==> src/rtl/noc_output_block.sv <==
// Output block of a NoC router: arbitrates packet requests from the five
// input directions (xp, xm, yp, ym, l) with a round-robin pointer, holds
// the grant from head to tail flit, and forwards the owner's flits through
// a one-entry registered output stage onto the output link.
module noc_output_block #(
   parameter int         FLIT_WIDTH      = 64,
   parameter logic [4:0] AVAILABLE_PORTS = 5'b11111
) (
   input  logic                    clk,
   input  logic                    rst,
   input  logic [4:0]              i_request,
   output logic [4:0]              o_grant,
   input  logic [4:0]              i_valid,
   output logic [4:0]              o_ready,
   input  logic [5*FLIT_WIDTH-1:0] i_flit,
   input  logic [4:0]              i_tail,
   output logic                    o_valid,
   input  logic                    i_ready,
   output logic [FLIT_WIDTH-1:0]   o_flit,
   output logic                    o_tail
);

   localparam int NPORTS = 5;

   typedef enum logic {
      IDLE = 1'b0,
      BUSY = 1'b1
   } state_t;

   state_t                  state;
   state_t                  state_n;
   logic [NPORTS-1:0]       grant;
   logic [NPORTS-1:0]       grant_n;
   logic [2:0]              ptr;
   logic [2:0]              ptr_n;
   logic [NPORTS-1:0]       req_eff;
   logic                    found;
   logic                    stage_free;
   logic                    xfer;
   logic                    sel_valid;
   logic                    sel_tail;
   logic [FLIT_WIDTH-1:0]   sel_flit;

   // Disabled requesters can never win, so they never see grant or ready.
   assign req_eff = i_request & AVAILABLE_PORTS;

   // The output stage can accept a flit when empty or draining this cycle.
   assign stage_free = !o_valid || i_ready;

   // grant is all-zero in IDLE, so only the BUSY owner can see ready, and
   // ready never depends on i_valid.
   assign o_ready = grant & {NPORTS{stage_free}};
   assign o_grant = grant;

   // Select the owner's valid, tail and flit using the one-hot grant.
   // NOTE: every signal written in always_comb gets a default first, so no
   // path through the block leaves it unassigned and no latch is inferred.
   always_comb begin
      sel_valid = 1'b0;
      sel_tail  = 1'b0;
      sel_flit  = '0;
      for (int i = 0; i < NPORTS; i++) begin
         if (grant[i]) begin
            sel_valid = i_valid[i];
            sel_tail  = i_tail[i];
            sel_flit  = i_flit[i*FLIT_WIDTH +: FLIT_WIDTH];
         end
      end
   end

   assign xfer = (state == BUSY) && sel_valid && stage_free;

   // Next state: round-robin pick in IDLE, release and advance pointer on tail.
   always_comb begin
      state_n = state;
      grant_n = grant;
      ptr_n   = ptr;
      found   = 1'b0;
      case (state)
         IDLE: begin
            grant_n = '0;
            for (int p = 0; p < NPORTS; p++) begin
               if (ptr == 3'(p)) begin
                  for (int k = 0; k < NPORTS; k++) begin
                     if (!found && req_eff[(p + k) % NPORTS]) begin
                        found                        = 1'b1;
                        grant_n[(p + k) % NPORTS]    = 1'b1;
                     end
                  end
               end
            end
            if (found) begin
               state_n = BUSY;
            end
         end
         BUSY: begin
            if (xfer && sel_tail) begin
               state_n = IDLE;
               grant_n = '0;
               for (int i = 0; i < NPORTS; i++) begin
                  if (grant[i]) begin
                     ptr_n = 3'((i + 1) % NPORTS);
                  end
               end
            end
         end
         default: begin
            state_n = IDLE;
            grant_n = '0;
         end
      endcase
   end

   // Arbitration state register.
   // NOTE: sequential state uses non-blocking assignments so every register
   // samples the pre-edge values regardless of block ordering.
   always_ff @(posedge clk) begin
      if (rst) begin
         state <= IDLE;
         grant <= '0;
         ptr   <= '0;
      end else begin
         state <= state_n;
         grant <= grant_n;
         ptr   <= ptr_n;
      end
   end

   // One-entry output stage: load on owner transfer, clear when drained.
   always_ff @(posedge clk) begin
      if (rst) begin
         o_valid <= 1'b0;
         o_flit  <= '0;
         o_tail  <= 1'b0;
      end else if (xfer) begin
         o_valid <= 1'b1;
         o_flit  <= sel_flit;
         o_tail  <= sel_tail;
      end else if (o_valid && i_ready) begin
         o_valid <= 1'b0;
      end
   end

endmodule

==> config.mk <==
export PLATFORM = sky130hd
export DESIGN_NAME = noc_output_block
export DESIGN_NICKNAME = d
export VERILOG_FILES = /design/src/rtl/noc_output_block.sv
export SDC_FILE = /design/constraint.sdc
export NUM_CORES = 1
export LEC_CHECK = 0
export BUFFER_PORTS_ARGS = -buffer_cell sky130_fd_sc_hd__buf_2
export CELL_PAD_IN_SITES_DETAIL_PLACEMENT = 0
export CELL_PAD_IN_SITES_GLOBAL_PLACEMENT = 1
export CORE_AREA = 2 2 162 164
export CTS_CLUSTER_DIAMETER = 80
export CTS_CLUSTER_SIZE = 16
export DETAILED_ROUTE_END_ITERATION = 7
export DIE_AREA = 0 0 164 166
export PLACE_DENSITY = 0.73
export SLEW_MARGIN = 20
export SYNTH_ARGS = -nofsm -noshare
export SYNTH_HDL_FRONTEND = slang
export SYNTH_SLANG_ARGS = --single-unit
==> constraint.sdc <==
create_clock -name clk -period 2 [get_ports clk]
set_input_delay 0.1 -clock clk [delete_from_list [all_inputs] [get_ports clk]]
set_output_delay 0.1 -clock clk [all_outputs]
set_load 0.005 [all_outputs]
# Word-level counts from Yosys, hierarchy flattened
# Cells that the tools add are included.
# classes
add_sub_neg	0
n_mul	0
div_mod_pow	0
n_lt_le_gt_ge	0
eq_ne	5
n_shift	0
mux	132
bitwise_logic	2
reduce_logical	58
# op_table
operator	count
$mux W64	5
$mux W1	113
$mux W5	7
$logic_and A1 B1 Y1	28
$logic_not A1 Y1	25
$mux W3	5
$pmux W5 S2	1
$eq A3 B2 Y1 const B	2
$and A5 B5 Y5	1
$reduce_bool A5 Y1	1
$eq A3 B1 Y1 const B	1
$eq A3 B3 Y1 const B	1
$logic_not A3 Y1	1
$reduce_and A3 Y1	1
$ne A2 B1 Y1 const B	1
$pmux W1 S2	1
$reduce_bool A2 Y1	1
$logic_or A1 B1 Y1	1
$not A1 Y1	1
# totals
ff_bits	75
latchBits	0
ram_bits	0
rom_bits	0
input_bits	338
out_inout_bits	76
mem_count	0

# Depth between registers and ports, before layout
# logic_depth
depth_word	125
ltp_mapped	9

# Worst setup path before layout
# OpenSTA, ideal clock, no wires.
# synth_path
path_kind	register -> register
startpoint	register grant[2] (netlist: o_grant[2])
endpoint	register o_tail
setup_time_ps	128
arrival_time_ps	1579
t_required_ps	1872
path_slack_ps	293
stages_incl_launch_ff	10
period_less_slack_ps	1707
path_cell_list	dfxtp_1 > buf_4 > nor2b_1 > nor4_2 > a32oi_1 > buf_6 > buf_6 > buf_2 > mux2i_1 > nor2_1
# synth_via
elab_chain_cells	5
word_cells_on_any_way	8
classes_between	6 x mux; 2 x reduce/logical
# synth_lines
item	line_no	text
start: declaration	32	logic [NPORTS-1:0] grant;
start signal: assignment	124	grant <= grant_n;
$mux W1 (3 in a row)	63	if (grant[i]) begin
$logic_and A1 B1 Y1 (2 in a row)	71	assign xfer = (state == BUSY) && sel_valid && stage_free;
end signal: assignment	138	o_tail <= sel_tail;
end: declaration	20	output logic o_tail
# Several ways; a longest one is shown, not always the timed one.
# A chain may end at the register's enable or synchronous reset.

# Worst setup path in the final report
# layout_path
startpoint	register o_valid
endpoint	register ptr[0]
# layout_via
elab_chain_cells	5
# layout_lines
item	line_no	text
start: declaration	17	output logic o_valid,
start signal: assignment	132	o_valid <= 1'b0;
start signal: assignment	136	o_valid <= 1'b1;
start signal: assignment	140	o_valid <= 1'b0;
$logic_not A1 Y1	48	assign stage_free = !o_valid || i_ready;
$logic_or A1 B1 Y1	48	
$logic_and A1 B1 Y1	71	
$logic_and A1 B1 Y1	97	if (xfer && sel_tail) begin
$reduce_and A3 Y1 (no source line)	--	
end signal: assignment	125	ptr <= ptr_n;
end: declaration	34	logic [2:0] ptr;
# No other way between the ends.

==> impl_metrics.py <==
metrics = {
    "floorplan": {
        "num_rows": 59,
        "die_w_um": 164,
        "dieArea_mm2": 0.02722,
        "die_height_um": 166,
        "start_util_pct": 18.16,
        "num_io_pins": 414,
        "core_region_area_mm2": 0.02562,
    },
    "clock_network": {
        "clock_latency_ns": 0.34,
        "clock-sinks": 75,
        "cts_made_buffers": 9,
        "htree_num_levels": 3,
        "clk_pin_slew_worst_paths_ns": 0.06,
        "hold_buffers": 0,
        "cts-root-buf": "clkbuf_16",
        "tritoncts": "done",
        "clockBufferDepth": 2,
    },
    "routing": {
        "ant_nets": 0,
        "drc": 0,
        "wl_per_cell_um": 17.80,
        "first_pass_iters": 4,
        "totalWireLength_mm": 23.70,
        "num_vias": 6393,
        "via_per_inst": 4.800,
        "drtIter0Drc": 362,
    },
    "sta": {
        "hold_violations": 0,
        "grt_setup_unrepaired": "no",
        "setup-violations-final": 0,
        "worst_hold_slack_ns": 0.04004,
        "fin_worst_skew_ns": 0.007374,
        "worst_pin_slew_ns": 0.4500,
        "maxSlewViolCount": 0,
        "final.min_clock_period_ns": 1.939,
        "fmax_mhz": 515.9,
        "relSlewSlack_pct": 70.00,
        "period_share_pct": 96.93,
        "finalSetupTns_ns": 0,
    },
    "worst_setup_path": {
        "start_kind": "flip-flop",
        "cp.required_ns": 2.27,
        "cpMaxStageDelayCell": "or4_1",
        "cp.arrival_ns": 2.21,
        "critPathMaxFanout": 6,
        "path_class": "flip-flop to flip-flop",
        "cp_cell_sequence": "nor2b_1, nor4_4, a32oi_4, buf_4, or4_1, a21oi_1",
        "end_kind": "flip-flop",
        "cpPeakStageDelay_ns": 0.56,
    },
    "final_layout": {
        "area_growth_pct": 64.07,
        "multiInputGateArea_mm2": 0.002870,
        "regArea_mm2": 0.001508,
        "drive_above_1_share_pct": 47.48,
        "num-fill-cells": 2849,
        "nets": 1328,
    },
    "pwr": {
        "ir_worst_vdd_v": 0.0003301,
        "powerDensity_mw_per_mm2": 555.0,
        "p_leak_nw": 3.439,
    },
    "global_route": {
        "grt_usage_pct": 15.34,
        "grt_max_degree": 79,
        "use_met2_pct": 26.38,
        "antenna_found_initial": 2,
        "grt_most_used_layer": "met2",
        "grt_pass1_wl_mm": 32.50,
        "grt_pass1_vias": 5788,
        "grtUsageMet3_pct": 3.921,
        "use_met1_pct": 18.93,
        "grt_remaining_overflow": 0,
    },
    "synthesis": {
        "synth_cell_types": 39,
        "ys_ff_latch": 75,
        "yosysSeqAreaShare_pct": 32.28,
        "yosys_warnings": 0,
        "syn_nets": 942,
        "synthesis.area_mm2": 0.004652,
        "avgSynthCellArea_um2": 7.702,
        "syn-instance-count": 604,
    },
    "min_path": {
        "hp-class": "input pin to flip-flop",
    },
    "placed_design": {
        "place_congestion": 0.8239,
        "io_buffers": 413,
        "hpwl_mm": 17.16,
    },
    "status": {
        "outcome": "finished, final reports clean",
    },
    "flow_run": {
        "cap_violations": 0,
    },
}
==> final cells by class <==
cell class                 instances  area share, %
multi-input combinational        456          37.61
timing repair buffer             443          32.64
sequential                        75          19.75
tap                              335          5.492
clock buffer                      11          3.180
clock inverter                     4         0.9836
inverter                           5         0.2459
antenna                            3        0.09836
==> synth_stat cells (all sizes together) <==
cell type	number	area, um^2
nand3	1	5.000
nor4	2	18.77
o31a	1	8.760
o211ai	1	7.510
a2111oi	1	15.01
o41ai	2	17.52
nand2b	4	25.02
a21oi	134	670.6
and2	5	31.28
nor2b	5	31.28
a221oi	1	8.760
or3	65	406.6
nor3	2	10.01
o31ai	1	7.510
clkbuf	34	132.6
or2	2	12.51
o21bai	1	7.510
a221o	64	640.6
nor3b	1	12.51
a32oi	1	8.760
nor2	11	41.29
buf	34	198.9
dfxtp	75	1501
a32o	5	50.05
o221a	1	11.26
o21ai	5	25.02
o32ai	1	8.760
mux2i	1	10.01
o22ai	67	419.2
o211a	1	10.01
and3b	1	8.760
nand2	66	247.7
or4	3	22.52
inv	5	18.77
==> critical path: cells and delay by family (launching register included) <==
kind	cells	cell delay, ns
AOI/OAI and AO/OA	2	0.26
buffers and inverters	1	0.20
and+or+nand+nor	3	1.08
DFF	1	0.33
==> state kept, by name (all words and copies together), names as in the netlist <==
name and count:
o_grant 5, state 1, ptr 3, o_valid 1, o_tail 1, o_flit 64
==> placed cells by master, fill, tap and decap left out, drive strengths merged, types with 2 or more instances in the layout <==
master	instances
nor2b	5
bufinv	2
diode	3
dfxtp	75
or3	65
nand2	66
a32o	5
or2	2
nor4	2
a21oi	134
o41ai	2
or4	3
o21ai	5
clkbuf	15
a221o	64
buf	439
clkinvlp	2
nor3	2
inv	5
nand2b	4
o22ai	67
and2	5
nor2	11
==> cells by family after synthesis <==
logic type	count (synthesis)	synth area share [%]
compound gates	287	41.20
buf+inv	73	7.531
mux	1	0.2152
flops	75	32.28
simple gates	168	18.77
==> per-stage QoR <==
stage / cells / worst slack [ns] / util (%) / instance area [um^2] / total power, mW
after CTS: 1319 / 0.01993 / 28.94 / 7413 / 4.274
final: 1332 / 0.06149 / 29.80 / 7632 / 4.236
after detailed placement: 1304 / 0.03819 / 27.70 / 7096 / 2.428
after global routing: 1330 / 0.01705 / 29.78 / 7627 / 4.461
after floorplan: 604 / 0.2932 / - / 4652 / 1.932
after global placement: 1304 / 0.08994 / 27.70 / 7096 / 2.424
==> final timing paths <==
path	from	to	slack [ns]	cells past startpoint
setup reg to reg	o_valid$_SDFFE_PP0P_	ptr[0]$_SDFFE_PP0P_	0.06	6
setup / recovery	o_valid$_SDFFE_PP0P_	ptr[0]$_SDFFE_PP0P_	0.06	6
hold / removal	rst	o_valid$_SDFFE_PP0P_	0.04	2
hold reg to reg	o_flit[10]$_SDFFE_PP0P_	o_flit[10]$_SDFFE_PP0P_	0.44	2
==> routing by layer <==
metal | vias up | wire (um)
met5 | - | 0
met4 | 0 | 270
met1 | 2983 | 9905
met2 | 265 | 11850
li1 | 3125 | -
met3 | 20 | 1679
==> where the power goes <==
part	internal (mW)	total [mW]	switching, mW
clock	1.12	1.78	0.655
sequential	1.52	1.54	0.0194
combinational	0.480	0.917	0.436
total	3.12	4.24	1.11
==> timing repair <==
action	CTS	global route
setup endpoints to repair	0	70
resized for setup	0	11
setup buffers	0	5
hold endpoints to repair	0	0
Power figures use the tool's default switching activity.
